$ cat config.mk
export PLATFORM = sky130hd
export DESIGN_NAME = dcache_shared_port_arbiter
export DESIGN_NICKNAME = d
export VERILOG_FILES = /design/src/rtl/dcache_shared_port_arbiter.sv
export SDC_FILE = /design/constraint.sdc
export NUM_CORES = 1
export LEC_CHECK = 0
export CAP_MARGIN = 20
export CORE_AREA = 2 2 129 131
export CTS_CLUSTER_DIAMETER = 80
export DETAILED_ROUTE_END_ITERATION = 12
export DIE_AREA = 0 0 131 133
export PLACE_DENSITY = 0.64
export SLEW_MARGIN = 0
export SYNTH_ARGS = -nofsm -noshare
export SYNTH_HDL_FRONTEND = slang
export SYNTH_SLANG_ARGS = --single-unit
$ cat constraint.sdc
create_clock -name clk_i -period 2.7 [get_ports clk_i]
set_input_delay 0.675 -clock clk_i [delete_from_list [all_inputs] [get_ports clk_i]]
set_output_delay 0.675 -clock clk_i [all_outputs]
set_load 0.02 [all_outputs]
$ cat src/rtl/dcache_shared_port_arbiter.sv
// dcache_shared_port_arbiter: shares one D$ request port between the store unit and the accelerator
package dcache_shared_port_arbiter_pkg;
  typedef struct packed {
    logic [31:0] address;
    logic [31:0] data_wdata;
    logic [3:0]  data_be;
    logic [1:0]  data_size;
    logic [1:0]  data_id;
    logic        data_we;
    logic        data_req;
  } dcache_req_i_t;
  typedef struct packed {
    logic        data_gnt;
    logic        data_rvalid;
    logic [1:0]  data_rid;
    logic [31:0] data_rdata;
  } dcache_req_o_t;
endpackage

module dcache_shared_port_arbiter
  import dcache_shared_port_arbiter_pkg::*;
#(
  parameter int unsigned MaxStall = 16,
  parameter int unsigned NumRd    = 4
) (
  input  logic                         clk_i,
  input  logic                         rst_ni,
  input  logic                         flush_i,
  input  dcache_req_i_t                st_req_i,
  output dcache_req_o_t                st_rsp_o,
  input  dcache_req_i_t                acc_req_i,
  output dcache_req_o_t                acc_rsp_o,
  output dcache_req_i_t                cache_req_o,
  input  dcache_req_o_t                cache_rsp_i,
  output logic                         starve_boost_o,
  output logic [$clog2(NumRd+1)-1:0]   rd_outstanding_o
);
  localparam int CW = $clog2(NumRd + 1);
  localparam int PW = $clog2(NumRd);
  localparam int SW = MaxStall > 0 ? $clog2(MaxStall + 1) : 1;
  typedef enum logic {UNLOCKED, LOCKED} lock_e;
  lock_e            state;
  logic             lock_acc, own_acc, has_own, boost, full, fwd, gnt, push, pop, head;
  logic [SW-1:0]    starve_cnt;
  logic [CW-1:0]    count;
  logic [PW-1:0]    wr_ptr, rd_ptr;
  logic [NumRd-1:0] owner_q;
  dcache_req_i_t    own_req;
  always_comb begin
    boost = state == UNLOCKED && st_req_i.data_req && acc_req_i.data_req &&
            MaxStall != 0 && starve_cnt == SW'(MaxStall);
    has_own = state == LOCKED || st_req_i.data_req || acc_req_i.data_req;
    own_acc = state == LOCKED ? lock_acc : (acc_req_i.data_req && !st_req_i.data_req) || boost;
    own_req = !has_own ? '0 : own_acc ? acc_req_i : st_req_i;
    full = count == CW'(NumRd);
    // a read is held back while every owner slot is taken, even if one frees this cycle
    fwd = own_req.data_req && (own_req.data_we || !full);
    cache_req_o = own_req;
    cache_req_o.data_req = fwd;
    gnt = fwd && cache_rsp_i.data_gnt;
    push = gnt && !own_req.data_we;
    pop = cache_rsp_i.data_rvalid && count != '0;
    head = owner_q[rd_ptr];
    st_rsp_o = pop && !head ? cache_rsp_i : '0;
    acc_rsp_o = pop && head ? cache_rsp_i : '0;
    st_rsp_o.data_gnt = gnt && !own_acc;
    acc_rsp_o.data_gnt = gnt && own_acc;
    starve_boost_o = boost;
    rd_outstanding_o = count;
  end
  always_ff @(posedge clk_i or negedge rst_ni) begin
    if (!rst_ni) begin
      state <= UNLOCKED;
      lock_acc <= 1'b0;
      starve_cnt <= '0;
      count <= '0;
      wr_ptr <= '0;
      rd_ptr <= '0;
      owner_q <= '0;
    end else begin
      if (flush_i || gnt || !own_req.data_req) state <= UNLOCKED;
      else if (fwd) begin
        state <= LOCKED;
        lock_acc <= own_acc;
      end
      starve_cnt <= flush_i || (gnt && own_acc) ? '0 :
                    gnt && acc_req_i.data_req && starve_cnt != SW'(MaxStall) ? starve_cnt + 1'b1 : starve_cnt;
      if (push) begin
        owner_q[wr_ptr] <= own_acc;
        wr_ptr <= wr_ptr + 1'b1;
      end
      if (pop) rd_ptr <= rd_ptr + 1'b1;
      count <= count + CW'(push) - CW'(pop);
    end
  end
`ifndef SYNTHESIS
  a_no_underflow: assert property (@(posedge clk_i) disable iff (!rst_ni) cache_rsp_i.data_rvalid |-> count != '0);
  a_no_overflow: assert property (@(posedge clk_i) disable iff (!rst_ni) push |-> !full);
  a_gnt_onehot: assert property (@(posedge clk_i) disable iff (!rst_ni) !(st_rsp_o.data_gnt && acc_rsp_o.data_gnt));
  a_lock_stable: assert property (@(posedge clk_i) disable iff (!rst_ni)
    state == LOCKED && own_req.data_req |-> own_req == $past(own_req));
`endif
endmodule

==> impl_metrics.py, run 1 <==
metrics = {
    "timing": {
        "final-max-slew-violation-count": 0,
        "slew_headroom": 0.7750,
        "worst_clock_skew_ns": 0.001237,
        "period_minus_slack_ns": 2.784,
        "timing.final.ws_setup_ns": -0.08428,
        "rsz0062_at_grt": "yes",
        "hold_violations": 0,
        "fmax_ghz": 0.3592,
        "setup_tns_ns": -1.077,
        "worst_slew_pin_slew_ns": 0.3281,
        "finalSetupViolations": 33,
        "post-route-period-util": 1.031,
    },
    "place": {
        "gp_congestion": 0.8063,
        "dp_hpwl_mm": 11.41,
        "port_buffers": 336,
        "dp_cells": 1004,
    },
    "clocking": {
        "insertion_delay_ns": 0.24,
        "cts_root_buf": "clkbuf_16",
        "numCtsBuffers": 3,
        "clk_pin_slew_worst_paths_ns": 0.05,
        "clk_path_buf_depth": 2,
        "htree_levels": 1,
        "cts.sinks": 18,
        "hold_buffers": 0,
        "cts_tree": "done",
    },
    "floorplanning": {
        "io_pins": 337,
        "die_h_um": 133,
        "dieWidth_um": 131,
        "die_area_um2": 17420,
        "start_util": 0.1647,
        "fp-row-count": 47,
        "core-area_um2": 16170,
    },
    "worst_setup_path": {
        "crit_arrival_ns": 2.11,
        "setup.worst_path.start_class": "flip-flop",
        "r2r-end": "rd_outstanding_o[2]",
        "r2r_slack_ns": -0.05,
        "r2r_start": "starve_cnt[0]",
        "worstPathMaxFanout": 6,
        "crit_type": "flip-flop to primary output",
        "reg2regPathDepth": 16,
        "cpMaxStageDelayCell": "dfrtp_1",
        "cp.required_ns": 2.03,
        "critPathMaxStageDelay_ns": 0.38,
        "worst_setup_path_end_kind": "primary output",
        "crit_chain": "inv_1, ha_2, nand4bb_4, nand2_2, buf_6, a22o_4, buf_12, buf_16, nand2_2, a21oi_4, buf_6",
    },
    "power_and_ir_drop": {
        "intPower_mw": 2.541,
        "peakVddDrop_mv": 0.2856,
        "p_seq_frac": 0.095,
        "power_density_nw_per_um2": 567.5,
        "power_leakage_nw": 3.926,
        "p_comb_frac": 0.837,
        "clockPowerShare": 0.068,
        "finalPower_mw": 4.765,
        "switching_share": 0.4666,
        "p_switching_mw": 2.223,
    },
    "layout": {
        "layout_common_cells": "184 x clkdlybuf4s50_1, 80 x buf_6, 65 x buf_4",
        "fillers": 1429,
        "layout.cells.non_filler": 1053,
        "nets": 1030,
        "final_util": 0.5191,
        "n_antenna_cell": 0,
        "area_growth_pct": 215.2,
        "final_common_cell": "clkdlybuf4s50_1",
        "drive_gt1_frac": 0.4862,
    },
    "global_routing": {
        "grt_pass1_vias": 4152,
        "grt_pass1_wl_mm": 22.76,
        "grt_use_total": 0.1630,
        "gr-total-overflow": 0,
        "antenna_found_initial": 0,
        "grt_max_degree": 44,
    },
    "route": {
        "wirelength_mm": 18.31,
        "num_vias": 4577,
        "drtAntennaViolNets": 0,
        "drcViolationCount": 0,
        "drt_pass1_iterations": 4,
        "via_per_inst": 4.347,
        "first_iter_violations": 207,
        "wire_per_inst_um": 17.39,
    },
    "synth": {
        "yosysUniqueCellTypes": 44,
        "synthArstFlopShare": 1.000,
        "ys_seq_area_frac": 0.1691,
        "synth.ff_latch_count": 18,
        "avgSynthCellArea_um2": 6.152,
        "ys_warn_count": 0,
        "synthCells": 433,
        "synth_nets": 629,
        "synth_edf_count": 0,
        "netlist_area_um2": 2664,
        "synth_ff_type": "dfrtp_1",
    },
    "run": {
        "drv_cap": 0,
    },
    "min_path": {
        "hp-start": "rd_ptr[1]",
        "hold_path_end": "rd_ptr[1]",
        "whs_path_depth": 1,
        "hp-class": "flip-flop to flip-flop",
    },
    "run_status": {
        "failed_checks": "setup timing",
        "status": "finished with violations",
    },
}
worst max-delay path: cells and delay by family, from the launching register on:
| family | cells | cell delay (ns) |
|---|---|---|
| AO/OA/AOI/OAI | 2 | 0.33 |
| AND/OR/NAND/NOR | 3 | 0.34 |
| adder cells (fa/ha/maj) | 1 | 0.19 |
| flip-flops | 1 | 0.38 |
| buffers and inverters | 5 | 0.60 |
registers in the layout, summed over array words and instances (netlist names):
signal and count:
starve_cnt 5, owner_q 4, rd_outstanding_o 3, rd_ptr 2
wr_ptr 2, lock_acc 1, state 1
through the flow:
stage	setup WS, ns	hold slack [ns]	instance area [um^2]
after floorplan	-0.1116	0.3794	2701
after global placement	-0.8272	0.4790	6656
after detailed placement	-0.8208	0.4818	6656
after CTS	-0.1663	0.4912	7127
after global routing	-0.1728	0.5129	8396
final	-0.08428	0.4854	8396
routing by layer:
| metal | vias to the layer above | wire [um] | global-route usage |
|---|---|---|---|
| li1 | 2245 | - | - |
| met1 | 2158 | 7541 | 0.2162 |
| met2 | 148 | 9572 | 0.2927 |
| met3 | 26 | 910 | 0.01658 |
| met4 | 0 | 290 | 0.01596 |
| met5 | - | 0 | 0 |
area by class of cell:
class,instances,area [um^2],share of cell area
clock buffer,4,88.84,0.01058
inverter,11,41.29,0.004918
multi-input combinational,367,3028,0.3607
sequential,18,450.4,0.05365
tap,220,275.3,0.03279
timing repair buffer,433,4512,0.5374
cell usage after synthesis (2+ instances only):
library cell  count  area share
buf_1             6      0.0085
nor2_1            9       0.013
a31oi_1           4      0.0094
buf_2             5      0.0094
o31ai_1           2      0.0056
nand3_1           4      0.0075
clkbuf_1         21       0.030
ha_1              8       0.038
buf_4             4       0.011
mux2i_1           3       0.011
inv_1            11       0.016
dfrtp_1          18        0.17
o21ai_0           4      0.0075
xnor2_1           6       0.020
and3_1           35       0.082
and2_1           36       0.085
a21oi_1          80        0.15
or3_1             2      0.0047
nand2_1         150        0.21
kinds of logic after synthesis:
kind of cell	count (synthesis)	share of synthesized area
xor+xnor	7	0.02302
flops	18	0.1691
mux	5	0.02536
fa+ha+maj	9	0.04509
buf+inv	48	0.07844
compound gates	100	0.2142
simple gates	246	0.4448
power groups by stage:
stage	clock network, mW	registers, mW	logic, mW
floorplan	0	0.473	1.68
detailed placement	0	0.444	3.43
CTS	0.332	0.455	3.51
global route	0.346	0.469	4.22
global placement	0	0.442	3.42
finish	0.323	0.453	3.99
how the worst max path moves through the flow:
stage,start,endpoint,slack [ns],cells past startpoint
finish,starve_cnt[0],cache_req_o[71],-0.08,11
global route,starve_cnt[1],rd_outstanding_o[2],-0.17,16
CTS,starve_cnt[0],cache_req_o[64],-0.17,14
detailed placement,acc_req_i[0],cache_req_o[42],-0.82,7
global placement,acc_req_i[0],cache_req_o[42],-0.83,7
floorplan,starve_cnt[0],rd_outstanding_o[2],-0.11,15
timing repair:
action | CTS | global route
gates cloned | 7 | 11
setup buffers | 26 | 9
gates resized for setup | 599 | 312
pin swaps | 31 | 119
setup endpoints to repair | 149 | 103
Note: power is estimated with default switching activity, not from simulation.
==> run 2, diff against run 1 <==
--- a/config.mk
+++ b/config.mk
@@ -6,11 +6,11 @@
 export NUM_CORES = 1
 export LEC_CHECK = 0
 export CAP_MARGIN = 20
-export CORE_AREA = 2 2 129 131
+export CORE_AREA = 2 2 132 134
 export CTS_CLUSTER_DIAMETER = 80
 export DETAILED_ROUTE_END_ITERATION = 12
-export DIE_AREA = 0 0 131 133
-export PLACE_DENSITY = 0.64
+export DIE_AREA = 0 0 134 136
+export PLACE_DENSITY = 0.6
 export SLEW_MARGIN = 0
 export SYNTH_ARGS = -nofsm -noshare
 export SYNTH_HDL_FRONTEND = slang
==> constraint.sdc (replaced) <==
create_clock -name clk_i -period 2.9 [get_ports clk_i]
set_input_delay 0.725 -clock clk_i [delete_from_list [all_inputs] [get_ports clk_i]]
set_output_delay 0.725 -clock clk_i [all_outputs]
set_load 0.02 [all_outputs]
==> run 2 against run 1 <==
Compared with the run above: sequential share of layout area rose by 1.5 points; register-to-register slack improved by 0.16 ns; die area rose by 4.6%; total power fell by 23%; critical path depth fell by 5; cell count fell by 2.8%; the run now ends clean; non-clock buffer count fell by 34; wire length fell by 15%; first-iteration DRC count fell by 40%; utilization fell by 13 points; global-route usage fell by 1.5 points; largest cell class unchanged; clock skew barely moved.
==> impl_metrics.py, run 2 (same netlist as run 1, synthesis figures left out) <==
metrics = {
    "worst_setup_path": {
        "cp.required_ns": 2.17,
        "crit_type": "primary input to primary output",
        "worstPathMaxFanout": 23,
        "r2r_start": "starve_cnt[0]",
        "setup.worst_path.start_class": "primary input",
        "worst_setup_path_end_kind": "primary output",
        "cpMaxStageDelayCell": "clkdlybuf4s50_1",
        "crit_arrival_ns": 2.12,
        "setup.worst_path.start": "cache_rsp_i[34]",
        "critPathMaxStageDelay_ns": 0.49,
        "crit_chain": "clkdlybuf4s50_1, o31ai_2, inv_1, buf_12, and3_1, dlygate4sd2_1",
    },
    "power_and_ir_drop": {
        "power_density_nw_per_um2": 565.0,
        "power_leakage_nw": 3.123,
        "finalPower_mw": 3.691,
        "peakVddDrop_mv": 0.3264,
    },
    "min_path": {
        "hp-start": "rd_ptr[1]",
        "hp-class": "flip-flop to flip-flop",
    },
    "timing": {
        "rsz0062_at_grt": "yes",
        "post-route-period-util": 0.9819,
        "setup_tns_ns": 0,
        "fmax_ghz": 0.3512,
        "worst_clock_skew_ns": 0.001056,
        "timing.final.ws_setup_ns": 0.05239,
        "hold_violations": 0,
        "slew_headroom": 0.7874,
        "final-max-slew-violation-count": 0,
        "worst_slew_pin_slew_ns": 0.3101,
        "finalSetupViolations": 0,
        "period_minus_slack_ns": 2.848,
    },
    "place": {
        "gp_congestion": 0.7792,
        "dpl_worst_slack_ns": -0.7595,
        "port_buffers": 336,
        "dp_hpwl_mm": 11.62,
    },
    "clocking": {
        "insertion_delay_ns": 0.25,
        "clk_path_buf_depth": 2,
        "clk_pin_slew_worst_paths_ns": 0.05,
        "cts_tree": "done",
        "numCtsBuffers": 3,
        "cts.sinks": 18,
        "htree_levels": 1,
        "cts_root_buf": "clkbuf_16",
    },
    "layout": {
        "top_register": "starve_cnt",
        "area_growth_pct": 145.2,
        "largest_reg_flops": 5,
        "final_util": 0.3871,
        "final_common_cell": "clkdlybuf4s50_1",
        "drive_gt1_frac": 0.2991,
        "n_antenna_cell": 0,
        "nets": 996,
        "layout_common_cells": "186 x clkdlybuf4s50_1, 148 x nand2_1, 69 x a21oi_1",
        "fillers": 1813,
    },
    "global_routing": {
        "grt_max_degree": 36,
        "grt_use_total": 0.1482,
        "antenna_found_initial": 0,
        "grt_pass1_vias": 3893,
        "gr-total-overflow": 0,
        "grt_pass1_wl_mm": 21.76,
    },
    "floorplanning": {
        "die_h_um": 136,
        "die_area_um2": 18220,
        "fp-row-count": 48,
        "start_util": 0.1578,
        "core-area_um2": 16880,
        "io_pins": 337,
        "dieWidth_um": 134,
    },
    "route": {
        "wirelength_mm": 15.62,
        "drtAntennaViolNets": 0,
        "first_iter_violations": 125,
        "num_vias": 4254,
        "via_per_inst": 4.154,
        "drt_pass1_iterations": 4,
        "wire_per_inst_um": 15.26,
        "drcViolationCount": 0,
    },
    "run": {
        "drv_cap": 0,
    },
    "run_status": {
        "status": "finished, final reports clean",
    },
}
==> run 2: path summary, 6_finish.rpt <==
| check | end | slack (ns) | cells past startpoint |
|---|---|---|---|
| setup / recovery | acc_rsp_o[14] | 0.05 | 6 |
| hold / removal | rd_ptr[1] | 0.48 | 1 |
| max in group asynchronous | rd_ptr[1] | 1.90 | 2 |
| min in group asynchronous | starve_cnt[2] | 0.80 | 2 |
| setup reg to reg | rd_outstanding_o[2] | 0.11 | 15 |
| hold reg to reg | rd_ptr[1] | 0.48 | 1 |
==> run 2: metal layers <==
layer | up-vias | GRT usage | share of wire
li1 | 2168 | - | -
met1 | 1940 | 0.1967 | 0.44
met2 | 133 | 0.2590 | 0.50
met3 | 13 | 0.02312 | 0.050
met4 | 0 | 0.02128 | 0.010
met5 | - | 0 | 0
==> run 2: where the power goes <==
group	switching [mW]	internal (mW)	leakage, nW	total, mW
clock	0.0944	0.210	0.0442	0.304
combinational	1.62	1.34	2.85	2.96
sequential	0.0780	0.344	0.225	0.422
==> run 2: final cells by class <==
class | instances | area (um^2) | share of cell area
inverter | 11 | 41.29 | 0.006321
tap | 225 | 281.5 | 0.04310
timing repair buffer | 399 | 3553 | 0.5440
sequential | 18 | 450.4 | 0.06895
clock buffer | 4 | 88.84 | 0.01360
multi-input combinational | 367 | 2117 | 0.3241
==> run 2: worst max-delay path, delay by kind of cell <==
family                 cells  cell delay (ns)
AOI/OAI and AO/OA          1             0.09
buffers and inverters      4             1.14
and+or+nand+nor            1             0.15
==> run 2: timing repair <==
action                     in CTS  in global routing
hold buffers                    0                  0
pin swaps                       7                  8
cloned                          5                  1
setup endpoints to repair     149                138
resized for setup             417                137
setup buffers                   6                  7
==> run 2: stage by stage <==
step / instances / cell area (um^2) / hold slack [ns]
floorplan: 433 / 2699 / 0.4294
global placement: 1001 / 6605 / 0.4692
detailed placement: 1001 / 6605 / 0.4817
CTS: 1016 / 6594 / 0.4887
global route: 1024 / 6533 / 0.5184
finish: 1024 / 6533 / 0.4836
